## src/rtl/vlan_tag_parser_pkg.sv

```systemverilog
// Shared types for the streaming L2 header parser: ethertype, FSM states, result record.
package vlan_tag_parser_pkg;

   typedef logic [15:0] ethertype_t;

   localparam ethertype_t TPID_CTAG_DEF = 16'h8100;
   localparam ethertype_t TPID_STAG_DEF = 16'h88A8;
   localparam logic [4:0] ETH_HDR_LEN   = 5'd14;

   typedef enum logic [2:0] {
      ST_IDLE,
      ST_ADDR,
      ST_ETYPE,
      ST_TCI,
      ST_RESULT,
      ST_DRAIN
   } vlan_state_e;

   typedef struct packed {
      logic [2:0]  tag_count;
      logic [11:0] outer_vid;
      logic [11:0] inner_vid;
      ethertype_t  ethertype;
      logic [4:0]  len;
      logic        err_trunc;
      logic        err_tags;
   } vlan_result_t;

   function automatic logic [4:0] hdr_len(input logic [2:0] tags);
      return ETH_HDR_LEN + {tags, 2'b00};
   endfunction

endpackage

```

## src/rtl/vlan_tag_parser_if.sv

```systemverilog
// Byte stream in, parse result out, plus FSM state for observation.
// VLAN_PCP_EN adds outer_pcp/outer_dei to the result side.
interface vlan_tag_parser_if;
   import vlan_tag_parser_pkg::*;

   // Both sides use strict valid/ready: a transfer happens on a clock edge where
   // valid && ready; valid and its payload hold steady until that edge.
   logic [7:0]  s_data;
   logic        s_valid;
   logic        s_sof;
   logic        s_last;
   logic        s_ready;

   logic        res_valid;
   logic        res_ready;
   logic        vlan_present;
   logic [2:0]  tag_count;
   logic [11:0] outer_vid;
   logic [11:0] inner_vid;
   ethertype_t  resolved_ethertype;
   logic [4:0]  l2_header_len;
   logic        err_trunc;
   logic        err_tags;
`ifdef VLAN_PCP_EN
   logic [2:0]  outer_pcp;
   logic        outer_dei;
`endif
   vlan_state_e state;

`ifdef VLAN_PCP_EN
   modport master (
      output s_data, s_valid, s_sof, s_last, res_ready,
      input  s_ready, res_valid, vlan_present, tag_count, outer_vid, inner_vid,
             resolved_ethertype, l2_header_len, err_trunc, err_tags,
             outer_pcp, outer_dei, state
   );
   modport slave (
      input  s_data, s_valid, s_sof, s_last, res_ready,
      output s_ready, res_valid, vlan_present, tag_count, outer_vid, inner_vid,
             resolved_ethertype, l2_header_len, err_trunc, err_tags,
             outer_pcp, outer_dei, state
   );
`else
   modport master (
      output s_data, s_valid, s_sof, s_last, res_ready,
      input  s_ready, res_valid, vlan_present, tag_count, outer_vid, inner_vid,
             resolved_ethertype, l2_header_len, err_trunc, err_tags, state
   );
   modport slave (
      input  s_data, s_valid, s_sof, s_last, res_ready,
      output s_ready, res_valid, vlan_present, tag_count, outer_vid, inner_vid,
             resolved_ethertype, l2_header_len, err_trunc, err_tags, state
   );
`endif

endinterface

```

## src/rtl/vlan_tag_parser.sv

```systemverilog
// Skips DA/SA, walks up to MAX_TAGS stacked VLAN tags, reports the L2 header summary.
// VLAN_PCP_EN adds outer PCP/DEI capture from tag 0.
module vlan_tag_parser
   import vlan_tag_parser_pkg::*;
#(
   parameter int         MAX_TAGS  = 2,
   parameter ethertype_t TPID_CTAG = TPID_CTAG_DEF,
   parameter ethertype_t TPID_STAG = TPID_STAG_DEF
) (
   input logic              clk,
   input logic              rst,
   vlan_tag_parser_if.slave bus
);

   localparam logic [2:0] MAX_TAGS_L = 3'(MAX_TAGS);

   vlan_state_e  state;
   logic [3:0]   byte_cnt;
   logic [7:0]   hi_byte;
   vlan_result_t res;
   logic         res_valid;
   logic         in_ready;
   logic         last_seen;
`ifdef VLAN_PCP_EN
   logic [2:0]   outer_pcp;
   logic         outer_dei;
`endif

   ethertype_t word;
   logic       take;
   logic       is_tpid;
   logic       tag_room;
   logic       hdr_done;
   logic       cut_short;

   // word is only meaningful on the second byte of an ethertype or TCI pair
   assign word      = {hi_byte, bus.s_data};
   assign take      = bus.s_valid && in_ready;
   assign is_tpid   = (word == TPID_CTAG) || ((word == TPID_STAG) && (res.tag_count == 3'd0));
   assign tag_room  = res.tag_count < MAX_TAGS_L;
   assign hdr_done  = (state == ST_ETYPE) && byte_cnt[0] && !(is_tpid && tag_room);
   assign cut_short = bus.s_last && !hdr_done &&
                      ((state == ST_ADDR) || (state == ST_ETYPE) || (state == ST_TCI));

   always_ff @(posedge clk) begin
      if (rst) begin
         state     <= ST_IDLE;
         byte_cnt  <= '0;
         hi_byte   <= '0;
         res       <= '0;
         res_valid <= 1'b0;
         in_ready  <= 1'b0;
         last_seen <= 1'b0;
`ifdef VLAN_PCP_EN
         outer_pcp <= '0;
         outer_dei <= 1'b0;
`endif
      end else if (state == ST_RESULT) begin
         if (bus.res_ready) begin
            res_valid <= 1'b0;
            in_ready  <= 1'b1;
            state     <= last_seen ? ST_IDLE : ST_DRAIN;
         end
      end else begin
         in_ready <= 1'b1;
         if (take && bus.s_sof) begin
            // a new frame always wins, whatever was in flight
            res       <= '0;
`ifdef VLAN_PCP_EN
            outer_pcp <= '0;
            outer_dei <= 1'b0;
`endif
            byte_cnt  <= 4'd1;
            last_seen <= bus.s_last;
            if (bus.s_last) begin
               res.err_trunc <= 1'b1;
               res_valid     <= 1'b1;
               in_ready      <= 1'b0;
               state         <= ST_RESULT;
            end else begin
               state <= ST_ADDR;
            end
         end else if (take) begin
            case (state)
               ST_ADDR: begin
                  if (byte_cnt == 4'd11) begin
                     byte_cnt <= 4'd0;
                     state    <= ST_ETYPE;
                  end else begin
                     byte_cnt <= byte_cnt + 4'd1;
                  end
               end
               ST_ETYPE: begin
                  if (!byte_cnt[0]) begin
                     hi_byte  <= bus.s_data;
                     byte_cnt <= 4'd1;
                  end else begin
                     byte_cnt      <= 4'd0;
                     res.ethertype <= word;
                     res.len       <= hdr_len(res.tag_count);
                     if (is_tpid && tag_room) begin
                        state <= ST_TCI;
                     end else begin
                        res.err_tags <= is_tpid;
                        res_valid    <= 1'b1;
                        in_ready     <= 1'b0;
                        last_seen    <= bus.s_last;
                        state        <= ST_RESULT;
                     end
                  end
               end
               ST_TCI: begin
                  if (!byte_cnt[0]) begin
                     hi_byte  <= bus.s_data;
                     byte_cnt <= 4'd1;
                  end else begin
                     byte_cnt <= 4'd0;
                     if (res.tag_count == 3'd0) begin
                        res.outer_vid <= word[11:0];
`ifdef VLAN_PCP_EN
                        outer_pcp     <= hi_byte[7:5];
                        outer_dei     <= hi_byte[4];
`endif
                     end else if (res.tag_count == 3'd1) begin
                        res.inner_vid <= word[11:0];
                     end
                     res.tag_count <= res.tag_count + 3'd1;
                     res.len       <= hdr_len(res.tag_count + 3'd1);
                     state         <= ST_ETYPE;
                  end
               end
               ST_DRAIN: begin
                  if (bus.s_last) state <= ST_IDLE;
               end
               default: ;
            endcase
            // frame ended before the header did: report what was gathered
            if (cut_short) begin
               res.err_trunc <= 1'b1;
               res_valid     <= 1'b1;
               in_ready      <= 1'b0;
               last_seen     <= 1'b1;
               state         <= ST_RESULT;
            end
         end
      end
   end

   assign bus.s_ready            = in_ready;
   assign bus.res_valid          = res_valid;
   assign bus.vlan_present       = (res.tag_count != 3'd0);
   assign bus.tag_count          = res.tag_count;
   assign bus.outer_vid          = res.outer_vid;
   assign bus.inner_vid          = res.inner_vid;
   assign bus.resolved_ethertype = res.ethertype;
   assign bus.l2_header_len      = res.len;
   assign bus.err_trunc          = res.err_trunc;
   assign bus.err_tags           = res.err_tags;
`ifdef VLAN_PCP_EN
   assign bus.outer_pcp          = outer_pcp;
   assign bus.outer_dei          = outer_dei;
`endif
   assign bus.state              = state;

endmodule
```

## src/flat_wrapper.sv

```systemverilog
// flat-port wrapper written by rule: the top's interface ports become plain ports
module vlan_tag_parser_flat import vlan_tag_parser_pkg::*;
#(
   parameter int         MAX_TAGS  = 2,
   parameter ethertype_t TPID_CTAG = TPID_CTAG_DEF,
   parameter ethertype_t TPID_STAG = TPID_STAG_DEF
)
  (clk, rst, bus_s_data, bus_s_valid, bus_s_sof, bus_s_last, bus_res_ready, bus_s_ready, bus_res_valid, bus_vlan_present, bus_tag_count, bus_outer_vid, bus_inner_vid, bus_resolved_ethertype, bus_l2_header_len, bus_err_trunc, bus_err_tags, bus_state);
  vlan_tag_parser_if bus_i ();
  input logic clk;
  input logic rst;
  input wire logic [$bits(bus_i.s_data)-1:0] bus_s_data;
  input wire logic [$bits(bus_i.s_valid)-1:0] bus_s_valid;
  input wire logic [$bits(bus_i.s_sof)-1:0] bus_s_sof;
  input wire logic [$bits(bus_i.s_last)-1:0] bus_s_last;
  input wire logic [$bits(bus_i.res_ready)-1:0] bus_res_ready;
  output wire logic [$bits(bus_i.s_ready)-1:0] bus_s_ready;
  output wire logic [$bits(bus_i.res_valid)-1:0] bus_res_valid;
  output wire logic [$bits(bus_i.vlan_present)-1:0] bus_vlan_present;
  output wire logic [$bits(bus_i.tag_count)-1:0] bus_tag_count;
  output wire logic [$bits(bus_i.outer_vid)-1:0] bus_outer_vid;
  output wire logic [$bits(bus_i.inner_vid)-1:0] bus_inner_vid;
  output wire logic [$bits(bus_i.resolved_ethertype)-1:0] bus_resolved_ethertype;
  output wire logic [$bits(bus_i.l2_header_len)-1:0] bus_l2_header_len;
  output wire logic [$bits(bus_i.err_trunc)-1:0] bus_err_trunc;
  output wire logic [$bits(bus_i.err_tags)-1:0] bus_err_tags;
  output wire logic [$bits(bus_i.state)-1:0] bus_state;
  assign bus_i.s_data = bus_s_data;
  assign bus_i.s_valid = bus_s_valid;
  assign bus_i.s_sof = bus_s_sof;
  assign bus_i.s_last = bus_s_last;
  assign bus_i.res_ready = bus_res_ready;
  assign bus_s_ready = bus_i.s_ready;
  assign bus_res_valid = bus_i.res_valid;
  assign bus_vlan_present = bus_i.vlan_present;
  assign bus_tag_count = bus_i.tag_count;
  assign bus_outer_vid = bus_i.outer_vid;
  assign bus_inner_vid = bus_i.inner_vid;
  assign bus_resolved_ethertype = bus_i.resolved_ethertype;
  assign bus_l2_header_len = bus_i.l2_header_len;
  assign bus_err_trunc = bus_i.err_trunc;
  assign bus_err_tags = bus_i.err_tags;
  assign bus_state = bus_i.state;
  vlan_tag_parser #(.MAX_TAGS(MAX_TAGS), .TPID_CTAG(TPID_CTAG), .TPID_STAG(TPID_STAG)) u_core (.clk(clk), .rst(rst), .bus(bus_i));
endmodule
```

## config.mk

```make
export PLATFORM = sky130hd
export DESIGN_NAME = vlan_tag_parser_flat
export DESIGN_NICKNAME = d
export VERILOG_FILES = /design/src/rtl/vlan_tag_parser_pkg.sv /design/src/rtl/vlan_tag_parser_if.sv /design/src/rtl/vlan_tag_parser.sv /design/src/flat_wrapper.sv
export SDC_FILE = /design/constraint.sdc
export NUM_CORES = 1
export LEC_CHECK = 0
export CORE_MARGIN = 1.5
export CORE_UTILIZATION = 45
export DETAILED_ROUTE_END_ITERATION = 8
export HOLD_SLACK_MARGIN = 0.12
export PLACE_DENSITY = 0.74
export SETUP_SLACK_MARGIN = 0.05
export SYNTH_ARGS = -nofsm -noshare
export SYNTH_HDL_FRONTEND = slang
export SYNTH_SLANG_ARGS = --single-unit
export TNS_END_PERCENT = 100
```

## constraint.sdc

```tcl
create_clock -name clk -period 2.5 [get_ports clk]
set_input_delay 0.75 -clock clk [delete_from_list [all_inputs] [get_ports clk]]
set_output_delay 0.75 -clock clk [all_outputs]
set_load 0.02 [all_outputs]
```

==> impl_table.tex, run 1 <==
\begin{tabular}{lr}
\hline
Metric & Value \\
\hline
\multicolumn{2}{l}{\textbf{Layout}} \\
\quad Share of post-route cells with drive strength above 1 & 12.6\% \\
\quad Post-Route Utilization & 62.9\% \\
\quad Area growth from synthesis to layout & 36.5\% \\
\quad Finished Layout Cells & 548 \\
\quad Nets & 482 \\
\quad Antenna diode count & 0 \\
\quad Final instance area & 4230 µm² \\
\multicolumn{2}{l}{\textbf{Setup path}} \\
\quad Worst path max stage delay & roughly 0.68 ns \\
\quad Reg2Reg Capture Point & u\_core.bus.state[2] \\
\quad Capture point of the critical path & bus\_state[0] \\
\quad Setup slack of the worst register-to-register path & 0.50 ns \\
\quad Required time worst endpoint & about 1.8 ns \\
\quad Number of stages on the worst setup path & 1 \\
\quad Endpoint class of the critical path & primary output \\
\quad Highest net fanout along the worst path & 11 \\
\quad Family with the most delay on the worst path & buffers and inverters \\
\quad Cell Chain, Critical Path & clkdlybuf4s50\_1 \\
\quad CP Buf/Inv Count & 1 \\
\quad Type of origin of the critical path & register \\
\quad CP Class & register to primary output \\
\quad Arrival @ worst endpoint & around 1.6 ns \\
\quad CP startpoint & u\_core.bus.state[0] \\
\quad FF-to-FF Start & u\_core.bus.state[2] \\
\quad Slowest CP cell & sky130\_fd\_sc\_hd\_\_clkdlybuf4s50\_1 \\
\quad Depth of the most critical reg-to-reg path & 5 \\
\multicolumn{2}{l}{\textbf{Global route}} \\
\quad GRT Overall Usage & about 23\% \\
\quad Overflow after GRT & 0 \\
\quad Via count of the first global-routing pass & 2,761 \\
\quad Initial antenna violation count & 0 \\
\quad Maximum number of pins on one net before global-route repair & 50 \\
\quad Global-route wire length before repair & 13,500 µm \\
\multicolumn{2}{l}{\textbf{STA}} \\
\quad Tightest Pin Transition & between 0.6 and 0.7 ns \\
\quad Worst relative slew slack & 56.1\% \\
\quad Clock tree skew after final layout & 0.0100 ns \\
\quad Unrepaired setup endpoints after global routing & false \\
\quad Final min period & between 2 and 2.5 ns \\
\quad Final setup violating endpoints & 0 \\
\quad Post-route fraction of the period consumed by the critical path & 92.6\% \\
\quad Final hold violation count & 0 \\
\quad Max-slew violations & 0 \\
\quad Achievable Freq & $\sim$0.43 GHz \\
\multicolumn{2}{l}{\textbf{Pwr}} \\
\quad Overall power after layout & about 0.0023 W \\
\quad Power per Cell Area & 549 nW/µm² \\
\quad Highest ir drop seen on vdd & about 0.00029 V \\
\quad Leak & 1.50 nW \\
\multicolumn{2}{l}{\textbf{Drt}} \\
\quad Wirelength, routed & 8360 µm \\
\quad Total number of vias & 3,105 \\
\quad Wirelength per Cell & 15.3 µm \\
\quad DRC violation count after routing & 0 \\
\quad Iteration-0 DRC count of the detailed router & slightly below 300 \\
\quad Antenna-violating nets left & 0 \\
\quad DRT Pass-1 Iters & 5 \\
\quad Routed vias/inst & 5.67 \\
\multicolumn{2}{l}{\textbf{Placed design}} \\
\quad Area post-placement & roughly 4000 µm² \\
\quad Half-perimeter wire length after detailed placement & slightly below 6000 µm \\
\quad Placed Cells & 532 \\
\quad Number of buffers added on ports & 68 \\
\quad Global placement routability congestion & 0.896 \\
\multicolumn{2}{l}{\textbf{Floorplanning}} \\
\quad Die Span X & 86.0 µm \\
\quad Total I/O pin count & 70 \\
\quad Vert. Die Dim & 86.0 µm \\
\quad Number of cell rows & 30 \\
\quad Starting density of the core & between 40\% and 50\% \\
\quad Area of the die & between 7000 and 8000 µm² \\
\quad Core region area & 6720 µm² \\
\multicolumn{2}{l}{\textbf{Synth}} \\
\quad Area fraction in and, or, nand and nor cells after synthesis & $\sim$28\% \\
\quad Synthesized flop and latch total & 67 \\
\quad Count of synthesis-stage warnings from yosys & 0 \\
\quad Leading post-synthesis cells by cell area & sky130\_fd\_sc\_hd\_\_dfxtp\_1, sky130\_fd\_sc\_hd\_\_a21oi\_1, sky130\_fd\_sc\_hd\_\_nand3\_1 \\
\quad Share of synthesized cell area in full adder, half adder and majority cells & 2.02\% \\
\quad Xor/xnor cell area share of the yosys netlist & less than 1\% \\
\quad Post-synth EDFFs & 0 \\
\quad Synthesized area divided by synthesized cell count & a little over 8 µm² \\
\quad Proportion of netlist area held by the largest area contributor & roughly 43\% \\
\quad Syn Std Cell Area & 3100 µm² \\
\quad Most used DFF post-synth & sky130\_fd\_sc\_hd\_\_dfxtp\_1 \\
\quad Register area share after synthesis & a little over two fifths \\
\quad Fraction of registers with async set/reset & 0\% \\
\quad Multiplexer share of the synthesized area & between 3 and 4\% \\
\quad Complex-gate fraction of the synthesized area & 18.0\% \\
\quad Number of instances in the synthesized netlist & around 380 \\
\quad Largest family of logic cells by synthesized area & simple AND/OR/NAND/NOR gates \\
\quad Post-synthesis cell type with the largest combined area & sky130\_fd\_sc\_hd\_\_dfxtp\_1 \\
\quad Net count after synthesis & 400 \\
\quad Yosys cell types & 59 \\
\multicolumn{2}{l}{\textbf{CTS}} \\
\quad TritonCTS clock tree & yes \\
\quad Number of clock sinks & 67 \\
\quad Clock buffer depth & 2 \\
\quad Clock root buffer master & sky130\_fd\_sc\_hd\_\_clkbuf\_8 \\
\quad Clock-pin slew reported for the worst setup and hold paths after clock tree synthesis & about 0.070 ns \\
\quad Buffers inserted by post-CTS timing repair & 0 \\
\quad Clock buffer count from CTS & 9 \\
\quad H-tree depth & 3 \\
\quad Worst-Skew Late Latency & 0.34 ns \\
\multicolumn{2}{l}{\textbf{Run status}} \\
\quad Status & complete, no violations \\
\multicolumn{2}{l}{\textbf{Worst hold path}} \\
\quad Worst hold-check path type & register to register \\
\multicolumn{2}{l}{\textbf{Run}} \\
\quad \# Max-Cap Violations & 0 \\
\hline
\end{tabular}
## repair_timing
item / CTS / global route
hold buffers: 0 / 0
gates resized for setup: 1 / 1
endpoints found under the setup margin: 1 / 1
gates cloned: 0 / 0
## flip-flops by register name, summed over array words and instances, names as in the netlist
name                           count
u_core.bus.state                   3
u_core.bus.resolved_ethertype     16
u_core.last_seen                   1
u_core.bus.l2_header_len           4
u_core.hi_byte                     8
u_core.bus.err_tags                1
u_core.bus.res_valid               1
u_core.bus.inner_vid              12
u_core.bus.s_ready                 1
u_core.bus.tag_count               3
u_core.bus.outer_vid              12
u_core.byte_cnt                    4
u_core.bus.err_trunc               1
## metal layers
layer	share of wire [%]	global-route usage [%]	up-vias
li1	-	-	1498
met1	46	32.4	1463
met2	46	36.9	128
met3	5.8	3.08	16
met4	1.6	7.48	0
met5	0	0	-
## area by class of cell
class                      instances  area (µm²)
clock buffer                      10         128
clock inverter                     6        90.1
fill                             580        2490
inverter                           6        22.5
multi-input combinational        283        1620
sequential                        67        1340
tap                               80         100
timing repair buffer              96         922
## cells in the mapped netlist, types with 2 or more instances
cell type / n
sky130_fd_sc_hd__nand3_1: 49
sky130_fd_sc_hd__xnor2_1: 3
sky130_fd_sc_hd__or3_1: 2
sky130_fd_sc_hd__buf_2: 6
sky130_fd_sc_hd__a22oi_1: 4
sky130_fd_sc_hd__nand2b_1: 17
sky130_fd_sc_hd__nor2b_1: 2
sky130_fd_sc_hd__buf_1: 4
sky130_fd_sc_hd__nor3b_1: 2
sky130_fd_sc_hd__a31oi_1: 2
sky130_fd_sc_hd__o21ai_1: 4
sky130_fd_sc_hd__nor4_1: 4
sky130_fd_sc_hd__and2_1: 3
sky130_fd_sc_hd__nor3_1: 3
sky130_fd_sc_hd__a211oi_1: 2
sky130_fd_sc_hd__a21oi_1: 52
sky130_fd_sc_hd__o21ai_0: 7
sky130_fd_sc_hd__nand4_1: 2
sky130_fd_sc_hd__o21ba_2: 2
sky130_fd_sc_hd__o31ai_1: 3
sky130_fd_sc_hd__buf_4: 2
sky130_fd_sc_hd__dfxtp_1: 67
sky130_fd_sc_hd__inv_1: 6
sky130_fd_sc_hd__mux2i_1: 10
sky130_fd_sc_hd__clkbuf_1: 12
sky130_fd_sc_hd__nor2_1: 32
sky130_fd_sc_hd__nand3b_1: 2
sky130_fd_sc_hd__ha_1: 5
sky130_fd_sc_hd__nand2_1: 42
## how the worst min path moves through the flow
stage | from | to | slack [ns] | depth (start not counted)
finish | u_core.bus.outer_vid[7] | u_core.bus.outer_vid[7] | 0.45 | 2
global route | u_core.bus.outer_vid[0] | u_core.bus.outer_vid[0] | 0.47 | 2
CTS | u_core.bus.outer_vid[7] | u_core.bus.outer_vid[7] | 0.46 | 2
global placement | u_core.bus.outer_vid[7] | u_core.bus.outer_vid[7] | 0.44 | 2
detailed placement | u_core.bus.outer_vid[7] | u_core.bus.outer_vid[7] | 0.45 | 2
floorplan | u_core.byte_cnt[1] | u_core.byte_cnt[1] | 0.45 | 2
## kinds of logic (layout without fill, tap and decap cells)
group,Yosys count,in the layout
XOR/XNOR,3,3
multiplexers,10,10
buffers and inverters,31,118
AND/OR/NAND/NOR,173,173
adder cells (fa/ha/maj),5,5
flip-flops,67,67
other,1,1
AO/OA/AOI/OAI,91,91
## layout by cell type (no fill, tap or decap), types with 6 or more instances in the layout
| cell type | count |
|---|---|
| sky130_fd_sc_hd__nand2_1 | 42 |
| sky130_fd_sc_hd__inv_1 | 6 |
| sky130_fd_sc_hd__a21oi_1 | 52 |
| sky130_fd_sc_hd__nand2b_1 | 17 |
| sky130_fd_sc_hd__clkdlybuf4s50_1 | 66 |
| sky130_fd_sc_hd__mux2i_1 | 10 |
| sky130_fd_sc_hd__dfxtp_1 | 66 |
| sky130_fd_sc_hd__o21ai_0 | 7 |
| sky130_fd_sc_hd__nor2_1 | 32 |
| sky130_fd_sc_hd__nand3_1 | 48 |
| sky130_fd_sc_hd__buf_4 | 25 |
| sky130_fd_sc_hd__clkbuf_8 | 9 |
## power by group
| part | switching, W | internal (W) | total (W) |
|---|---|---|---|
| sequential | 0.0000153 | 0.00108 | 0.00110 |
| clock | 0.000426 | 0.000563 | 0.000989 |
| combinational | 0.000134 | 0.000103 | 0.000237 |
## metrics by stage
step,setup slack [ns],hold WS [ns],setup TNS (ns)
after detailed placement,-0.0876,0.447,-0.260
after global placement,-0.0368,0.442,-0.0894
after CTS,0.0721,0.457,0
after global routing,0.121,0.472,0
final,0.184,0.454,0
after floorplan,0.540,0.449,0
(Power assumes the default switching activity.)
==> inputs of run 2 (changes only) <==
--- a/config.mk
+++ b/config.mk
@@ -5,11 +5,12 @@
 export SDC_FILE = /design/constraint.sdc
 export NUM_CORES = 1
 export LEC_CHECK = 0
+export CORE_ASPECT_RATIO = 1.1
 export CORE_MARGIN = 1.5
-export CORE_UTILIZATION = 45
+export CORE_UTILIZATION = 34
 export DETAILED_ROUTE_END_ITERATION = 8
 export HOLD_SLACK_MARGIN = 0.12
-export PLACE_DENSITY = 0.74
+export PLACE_DENSITY = 0.59
 export SETUP_SLACK_MARGIN = 0.05
 export SYNTH_ARGS = -nofsm -noshare
 export SYNTH_HDL_FRONTEND = slang
==> run 2 against run 1 <==
Core utilization fell by 15 points. Wire length up 7.2%. Combinational power is 4% lower. Clock power fell by 9.3%.
==> impl_table.tex, run 2 (same netlist as run 1, synthesis figures left out) <==
\begin{tabular}{lr}
\hline
Metric & Value \\
\hline
\multicolumn{2}{l}{\textbf{Run status}} \\
\quad Status & complete, no violations \\
\multicolumn{2}{l}{\textbf{CTS}} \\
\quad Clock root buffer master & sky130\_fd\_sc\_hd\_\_clkbuf\_8 \\
\quad Worst-Skew Late Latency & 0.35 ns (about the same) \\
\quad Count of instances resized after the clock tree is built & 1 (unchanged) \\
\quad Clock buffer count from CTS & 9 (unchanged) \\
\quad TritonCTS clock tree & yes \\
\quad Clock buffer depth & 2 (unchanged) \\
\quad Number of clock sinks & 67 (unchanged) \\
\quad Buffers inserted by post-CTS timing repair & 0 (unchanged) \\
\quad Clock-pin slew reported for the worst setup and hold paths after clock tree synthesis & 0.08 ns (about the same) \\
\quad H-tree depth & 3 (unchanged) \\
\quad Number of buffers inserted for hold repair after clock tree synthesis & 0 (unchanged) \\
\multicolumn{2}{l}{\textbf{Drt}} \\
\quad DRT Pass-1 Iters & 4 (-1) \\
\quad Total number of vias & 3,008 (-3.1\%) \\
\quad DRC violation count after routing & 0 (unchanged) \\
\quad Routed vias/inst & 5.17 (-8.8\%) \\
\quad Iteration-0 DRC count of the detailed router & 102 (-65\%) \\
\quad Wirelength per Cell & 15.4 µm (+0.91\%) \\
\quad Antenna-violating nets left & 0 (unchanged) \\
\quad Wirelength, routed & 8960 µm (+7.2\%) \\
\multicolumn{2}{l}{\textbf{Global route}} \\
\quad GRT Overall Usage & 19.6\% (-3.5 points) \\
\quad Maximum number of pins on one net before global-route repair & 34 (-32\%) \\
\quad Via count of the first global-routing pass & 2,938 (+6.4\%) \\
\quad Initial antenna violation count & 0 (unchanged) \\
\quad Global-route wire length before repair & 14,500 µm (+7.2\%) \\
\quad Overflow after GRT & 0 (unchanged) \\
\multicolumn{2}{l}{\textbf{Placed design}} \\
\quad Number of buffers added on ports & 68 (unchanged) \\
\quad Area post-placement & 4020 µm² (+0.31\%) \\
\quad Global placement routability congestion & 0.925 (+3.3\%) \\
\quad Half-perimeter wire length after detailed placement & 6470 µm (+8.5\%) \\
\multicolumn{2}{l}{\textbf{Pwr}} \\
\quad Overall power after layout & 0.00222 W (-4.4\%) \\
\quad Leak & 1.48 nW (-1.3\%) \\
\quad Power per Cell Area & 527 nW/µm² (-4.1\%) \\
\quad Highest ir drop seen on vdd & 0.000254 V (-12\%) \\
\multicolumn{2}{l}{\textbf{Layout}} \\
\quad Area of the multi-input gates & 1620 µm² (-0.31\%) \\
\quad Footprint of the flip-flops and latches & 1340 µm² (about the same) \\
\quad Final instance area & 4210 µm² (-0.33\%) \\
\quad Antenna diode count & 0 (unchanged) \\
\quad Layout filler cell count & 908 (+57\%) \\
\quad Commonest cells after routing, fill and taps aside & sky130\_fd\_sc\_hd\_\_dfxtp\_1, sky130\_fd\_sc\_hd\_\_clkdlybuf4s50\_1, sky130\_fd\_sc\_hd\_\_a21oi\_1 \\
\quad Nets & 482 (unchanged) \\
\quad Commonest non-fill, non-tap cell in the layout & sky130\_fd\_sc\_hd\_\_dfxtp\_1 \\
\quad Area growth from synthesis to layout & 36.0\% \\
\quad Max FFs per register & 16 (unchanged) \\
\quad Share of post-route cells with drive strength above 1 & 12.2\% (-0.43 points) \\
\multicolumn{2}{l}{\textbf{Setup path}} \\
\quad CP Class & register to primary output \\
\quad Highest net fanout along the worst path & 5 (-6) \\
\quad FF-to-FF Start & u\_core.bus.state[2] \\
\quad Reg2Reg Capture Point & u\_core.bus.state[2] \\
\quad Type of origin of the critical path & register \\
\quad Depth of the most critical reg-to-reg path & 5 (unchanged) \\
\quad Endpoint class of the critical path & primary output \\
\quad Setup slack of the worst register-to-register path & 0.47 ns (-0.03 ns) \\
\quad Arrival @ worst endpoint & 1.58 ns (about the same) \\
\quad Required time worst endpoint & 1.75 ns (about the same) \\
\multicolumn{2}{l}{\textbf{STA}} \\
\quad Worst relative slew slack & 59.3\% (+3.2 points) \\
\quad Unrepaired setup endpoints after global routing & false \\
\quad Clock tree skew after final layout & 0.00623 ns (-0.00381 ns) \\
\quad Final setup violating endpoints & 0 (unchanged) \\
\quad Max-slew violations & 0 (unchanged) \\
\quad Final hold violation count & 0 (unchanged) \\
\quad Tightest Pin Transition & 0.610 ns (-0.0485 ns) \\
\quad Final min period & 2.33 ns (+0.0135 ns) \\
\quad Post-route fraction of the period consumed by the critical path & 93.2\% (+0.54 points) \\
\quad Achievable Freq & 0.429 GHz (-0.58\%) \\
\multicolumn{2}{l}{\textbf{Worst hold path}} \\
\quad Depth of the worst hold-timing path & 2 (unchanged) \\
\quad Worst hold-check path type & register to register \\
\quad Worst-case hold path end point & u\_core.bus.outer\_vid[0] \\
\quad Start point of the worst hold path & u\_core.bus.outer\_vid[0] \\
\multicolumn{2}{l}{\textbf{Floorplanning}} \\
\quad Die Span X & 94.0 µm (+9.4\%) \\
\quad Total I/O pin count & 70 (unchanged) \\
\quad Vert. Die Dim & 103 µm (+20\%) \\
\quad Area of the die & 9690 µm² (+31\%) \\
\quad Starting density of the core & 34.9\% (-11 points) \\
\quad Number of cell rows & 36 (+20\%) \\
\quad Core region area & 8870 µm² (+32\%) \\
\multicolumn{2}{l}{\textbf{Run}} \\
\quad \# Max-Cap Violations & 0 (unchanged) \\
\hline
\end{tabular}
run 2: cell type report:
type	count	area share (%)
Sequential cell	67	31.8
Tap cell	114	3.38
Clock buffer	10	3.03
Multi-Input combinational cell	283	38.4
Clock inverter	6	1.54
Inverter	6	0.534
Timing Repair Buffer	96	21.3
run 2: critical path: stages (launching register included):
cell	delay (ns)
sky130_fd_sc_hd__dfxtp_1	0.44
sky130_fd_sc_hd__inv_1	0.11
sky130_fd_sc_hd__ha_1	0.25
sky130_fd_sc_hd__nand2b_4	0.11
sky130_fd_sc_hd__dlygate4sd2_1	0.33
run 2: layer usage:
layer / routed length, µm / GRT usage, % / vias to the layer above
li1: - / - / 1502
met5: 0 / 0 / -
met4: 201 / 9.87 / 0
met1: 4090 / 23.5 / 1409
met2: 4330 / 34.1 / 79
met3: 344 / 3.10 / 18
run 2: worst max path at each step:
| stage | from | endpoint | slack, ns | cells after the start |
|---|---|---|---|---|
| after floorplan | u_core.bus.tag_count[0] | u_core.bus.inner_vid[10] | 0.54 | 7 |
| after global placement | bus_s_data[1] | u_core.bus.err_trunc | -0.04 | 6 |
| after detailed placement | bus_s_data[1] | u_core.bus.err_trunc | -0.07 | 6 |
| after CTS | u_core.bus.tag_count[0] | bus_vlan_present | 0.14 | 4 |
| after global routing | u_core.bus.tag_count[0] | bus_vlan_present | 0.09 | 4 |
| final | u_core.bus.tag_count[0] | bus_vlan_present | 0.17 | 4 |
run 2: through the flow:
step,setup TNS (ns),utilization (%),setup WS [ns],cells,hold slack [ns]
3_5_place_dp,-0.175,45.3,-0.0691,566,0.451
4_1_cts,0,47.5,0.144,582,0.466
2_1_floorplan,0,-,0.540,381,0.449
3_3_place_gp,-0.0913,45.3,-0.0378,566,0.450
5_1_grt,0,47.5,0.0904,582,0.481
6_report,0,47.5,0.170,582,0.463
run 2: power breakdown:
group          internal, W  switching (W)  total (W)
logic            0.0000958       0.000131   0.000227
registers          0.00108      0.0000149    0.00110
clock network     0.000462       0.000435   0.000897
total              0.00164       0.000581    0.00222
==> inputs of run 3 (changes only) <==
--- a/config.mk
+++ b/config.mk
@@ -6,11 +6,11 @@
 export NUM_CORES = 1
 export LEC_CHECK = 0
 export CORE_ASPECT_RATIO = 1.1
-export CORE_MARGIN = 1.5
-export CORE_UTILIZATION = 34
+export CORE_MARGIN = 2
+export CORE_UTILIZATION = 50
 export DETAILED_ROUTE_END_ITERATION = 8
 export HOLD_SLACK_MARGIN = 0.12
-export PLACE_DENSITY = 0.59
+export PLACE_DENSITY = 0.81
 export SETUP_SLACK_MARGIN = 0.05
 export SYNTH_ARGS = -nofsm -noshare
 export SYNTH_HDL_FRONTEND = slang
==> run 3 against run 2 <==
Die area decreased by 29%. Critical path type unchanged. Flip-flop and latch count stayed put. Highest routed layer unchanged. Critical endpoint unchanged. Clock power decreased by 7.7%. Largest cell class unchanged. Total power down 3.0%. Critical path depth unchanged.
==> impl_table.tex, run 3 (same netlist as run 1, synthesis figures left out) <==
\begin{tabular}{lr}
\hline
Metric & Value \\
\hline
\multicolumn{2}{l}{\textbf{Layout}} \\
\quad Finished Layout Cells & 548 (-5.8\%) \\
\quad Commonest non-fill, non-tap cell in the layout & sky130\_fd\_sc\_hd\_\_dfxtp\_1 \\
\quad Max FFs per register & 16 (unchanged) \\
\quad Commonest cells after routing, fill and taps aside & sky130\_fd\_sc\_hd\_\_dfxtp\_1, sky130\_fd\_sc\_hd\_\_clkdlybuf4s50\_1, sky130\_fd\_sc\_hd\_\_a21oi\_1 \\
\quad Share of post-route cells with drive strength above 1 & 12.2\% (unchanged) \\
\quad Antenna diode count & 0 (unchanged) \\
\quad Nets & 482 (unchanged) \\
\quad Post-Route Utilization & 68.4\% (+21 points) \\
\quad Final instance area & 4160 µm² (-1.3\%) \\
\quad Area growth from synthesis to layout & 34.2\% \\
\multicolumn{2}{l}{\textbf{STA}} \\
\quad Tightest Pin Transition & 0.509 ns (-0.101 ns) \\
\quad Final hold violation count & 0 (unchanged) \\
\quad Unrepaired setup endpoints after global routing & false \\
\quad Clock tree skew after final layout & 0.00595 ns (-0.000283 ns) \\
\quad Post-route fraction of the period consumed by the critical path & 92.7\% (-0.54 points) \\
\quad Achievable Freq & 0.432 GHz (+0.58\%) \\
\quad Worst relative slew slack & 66.0\% (+6.7 points) \\
\quad Max-slew violations & 0 (unchanged) \\
\quad Final min period & 2.32 ns (-0.0134 ns) \\
\quad Final setup violating endpoints & 0 (unchanged) \\
\multicolumn{2}{l}{\textbf{Drt}} \\
\quad DRT Pass-1 Iters & 5 (+1) \\
\quad Iteration-0 DRC count of the detailed router & 218 (+110\%) \\
\quad Routed vias/inst & 5.68 (+9.9\%) \\
\quad Antenna-violating nets left & 0 (unchanged) \\
\quad Total number of vias & 3,113 (+3.5\%) \\
\quad DRC violation count after routing & 0 (unchanged) \\
\quad Wirelength per Cell & 16.0 µm (+3.7\%) \\
\quad Wirelength, routed & 8750 µm (-2.4\%) \\
\multicolumn{2}{l}{\textbf{Pwr}} \\
\quad Leak & 1.47 nW (-0.56\%) \\
\quad Power per Cell Area & 518 nW/µm² (-1.7\%) \\
\quad Highest ir drop seen on vdd & 0.000408 V (+60\%) \\
\multicolumn{2}{l}{\textbf{CTS}} \\
\quad Clock-pin slew reported for the worst setup and hold paths after clock tree synthesis & 0.07 ns (about the same) \\
\quad Number of buffers inserted for hold repair after clock tree synthesis & 0 (unchanged) \\
\quad Clock root buffer master & sky130\_fd\_sc\_hd\_\_clkbuf\_8 \\
\quad Number of clock sinks & 67 (unchanged) \\
\quad Clock buffer count from CTS & 9 (unchanged) \\
\quad H-tree depth & 3 (unchanged) \\
\quad Worst-Skew Late Latency & 0.34 ns (about the same) \\
\quad Clock buffer depth & 2 (unchanged) \\
\quad TritonCTS clock tree & yes \\
\multicolumn{2}{l}{\textbf{Global route}} \\
\quad Maximum number of pins on one net before global-route repair & 38 (+12\%) \\
\quad Initial antenna violation count & 0 (unchanged) \\
\quad GRT Overall Usage & 26.3\% (+6.7 points) \\
\quad Via count of the first global-routing pass & 2,945 (+0.24\%) \\
\quad Overflow after GRT & 0 (unchanged) \\
\quad Global-route wire length before repair & 14,100 µm (-3.2\%) \\
\multicolumn{2}{l}{\textbf{Setup path}} \\
\quad Family with the most delay on the worst path & buffers and inverters \\
\quad Highest net fanout along the worst path & 5 (unchanged) \\
\quad Cell Chain, Critical Path & inv\_1, ha\_1, nand2b\_4, dlygate4sd2\_1 \\
\quad Arrival @ worst endpoint & 1.57 ns (about the same) \\
\quad Slowest CP cell & sky130\_fd\_sc\_hd\_\_dfxtp\_1 \\
\quad Type of origin of the critical path & register \\
\quad Endpoint class of the critical path & primary output \\
\quad Required time worst endpoint & 1.75 ns (about the same) \\
\quad Worst path max stage delay & 0.43 ns (about the same) \\
\quad CP Buf/Inv Count & 2 (unchanged) \\
\quad CP Class & register to primary output \\
\multicolumn{2}{l}{\textbf{Floorplanning}} \\
\quad Die Span X & 79.1 µm (-16\%) \\
\quad Total I/O pin count & 70 (unchanged) \\
\quad Number of cell rows & 30 (-17\%) \\
\quad Vert. Die Dim & 86.6 µm (-16\%) \\
\quad Starting density of the core & 50.9\% (+16 points) \\
\quad Area of the die & 6840 µm² (-29\%) \\
\quad Core region area & 6080 µm² (-31\%) \\
\multicolumn{2}{l}{\textbf{Worst hold path}} \\
\quad Worst hold-check path type & register to register \\
\multicolumn{2}{l}{\textbf{Run}} \\
\quad \# Max-Cap Violations & 0 (unchanged) \\
\multicolumn{2}{l}{\textbf{Placed design}} \\
\quad Area post-placement & 3980 µm² (-1.1\%) \\
\quad Global placement routability congestion & 0.913 (-1.4\%) \\
\quad Number of buffers added on ports & 68 (unchanged) \\
\quad Placed Cells & 532 (-6.0\%) \\
\quad Half-perimeter wire length after detailed placement & 6210 µm (-3.9\%) \\
\multicolumn{2}{l}{\textbf{Run status}} \\
\quad Status & complete, no violations \\
\hline
\end{tabular}
-- run 3: cell types whose count changed in the layout (fill, tap and decap cells not counted), sizes merged --
cell      previous run  this run
clkbuf              10        12
bufinv               1         0
clkinv               3         2
clkinvlp             1         2
inv                  7         6
-- run 3: path summary, 6_finish.rpt --
kind,start,endpoint,slack (ns),depth (start not counted)
setup / recovery,u_core.bus.tag_count[0],bus_vlan_present,0.18,4
hold / removal,u_core.bus.outer_vid[6],u_core.bus.outer_vid[6],0.46,2
setup reg to reg,u_core.bus.state[2],u_core.bus.state[2],0.44,5
hold reg to reg,u_core.bus.outer_vid[6],u_core.bus.outer_vid[6],0.46,2
-- run 3: routing by layer --
layer / vias to the layer above / global-route usage, % / wire (µm)
met5: - / 0 / 0
li1: 1496 / - / -
met3: 26 / 6.25 / 493
met4: 0 / 12.5 / 264
met1: 1470 / 31.6 / 3660
met2: 121 / 44.5 / 4340
-- run 3: layout make-up --
type / instances / area [µm²]
sequential: 67 / 1340
multi-input combinational: 283 / 1620
inverter: 6 / 22.5
clock inverter: 4 / 25.0
fill: 550 / 1920
tap: 80 / 100
clock buffer: 12 / 155
timing repair buffer: 96 / 897
-- run 3: power breakdown --
part | switching [W] | total (W) | internal (W)
sequential | 0.0000148 | 0.00110 | 0.00108
combinational | 0.000133 | 0.000229 | 0.0000960
clock | 0.000417 | 0.000828 | 0.000411
total | 0.000565 | 0.00215 | 0.00159
-- run 3: tightest hold or removal path, delay by kind of cell (launching register included) --
family / cells / cell delay [ns]
and+or+nand+nor: 1 / 0.05
AOI/OAI and AO/OA: 1 / 0.05
DFF: 1 / 0.31
-- run 3: per-stage QoR --
stage | power [W] | setup slack, ns | hold slack [ns] | setup TNS, ns
after floorplan | 0.00124 | 0.540 | 0.449 | 0
after global placement | 0.00134 | 0.00910 | 0.444 | 0
after detailed placement | 0.00135 | -0.0612 | 0.444 | -0.126
after CTS | 0.00217 | 0.164 | 0.458 | 0
after global routing | 0.00223 | 0.0974 | 0.481 | 0
final | 0.00215 | 0.184 | 0.458 | 0
-- run 3: timing repair --
action | 4_1_cts | 5_1_grt
endpoints found under the hold margin | 0 | 0
gates resized for setup | 1 | 0
buffers inserted | 0 | 0
endpoints found under the setup margin | 1 | 0
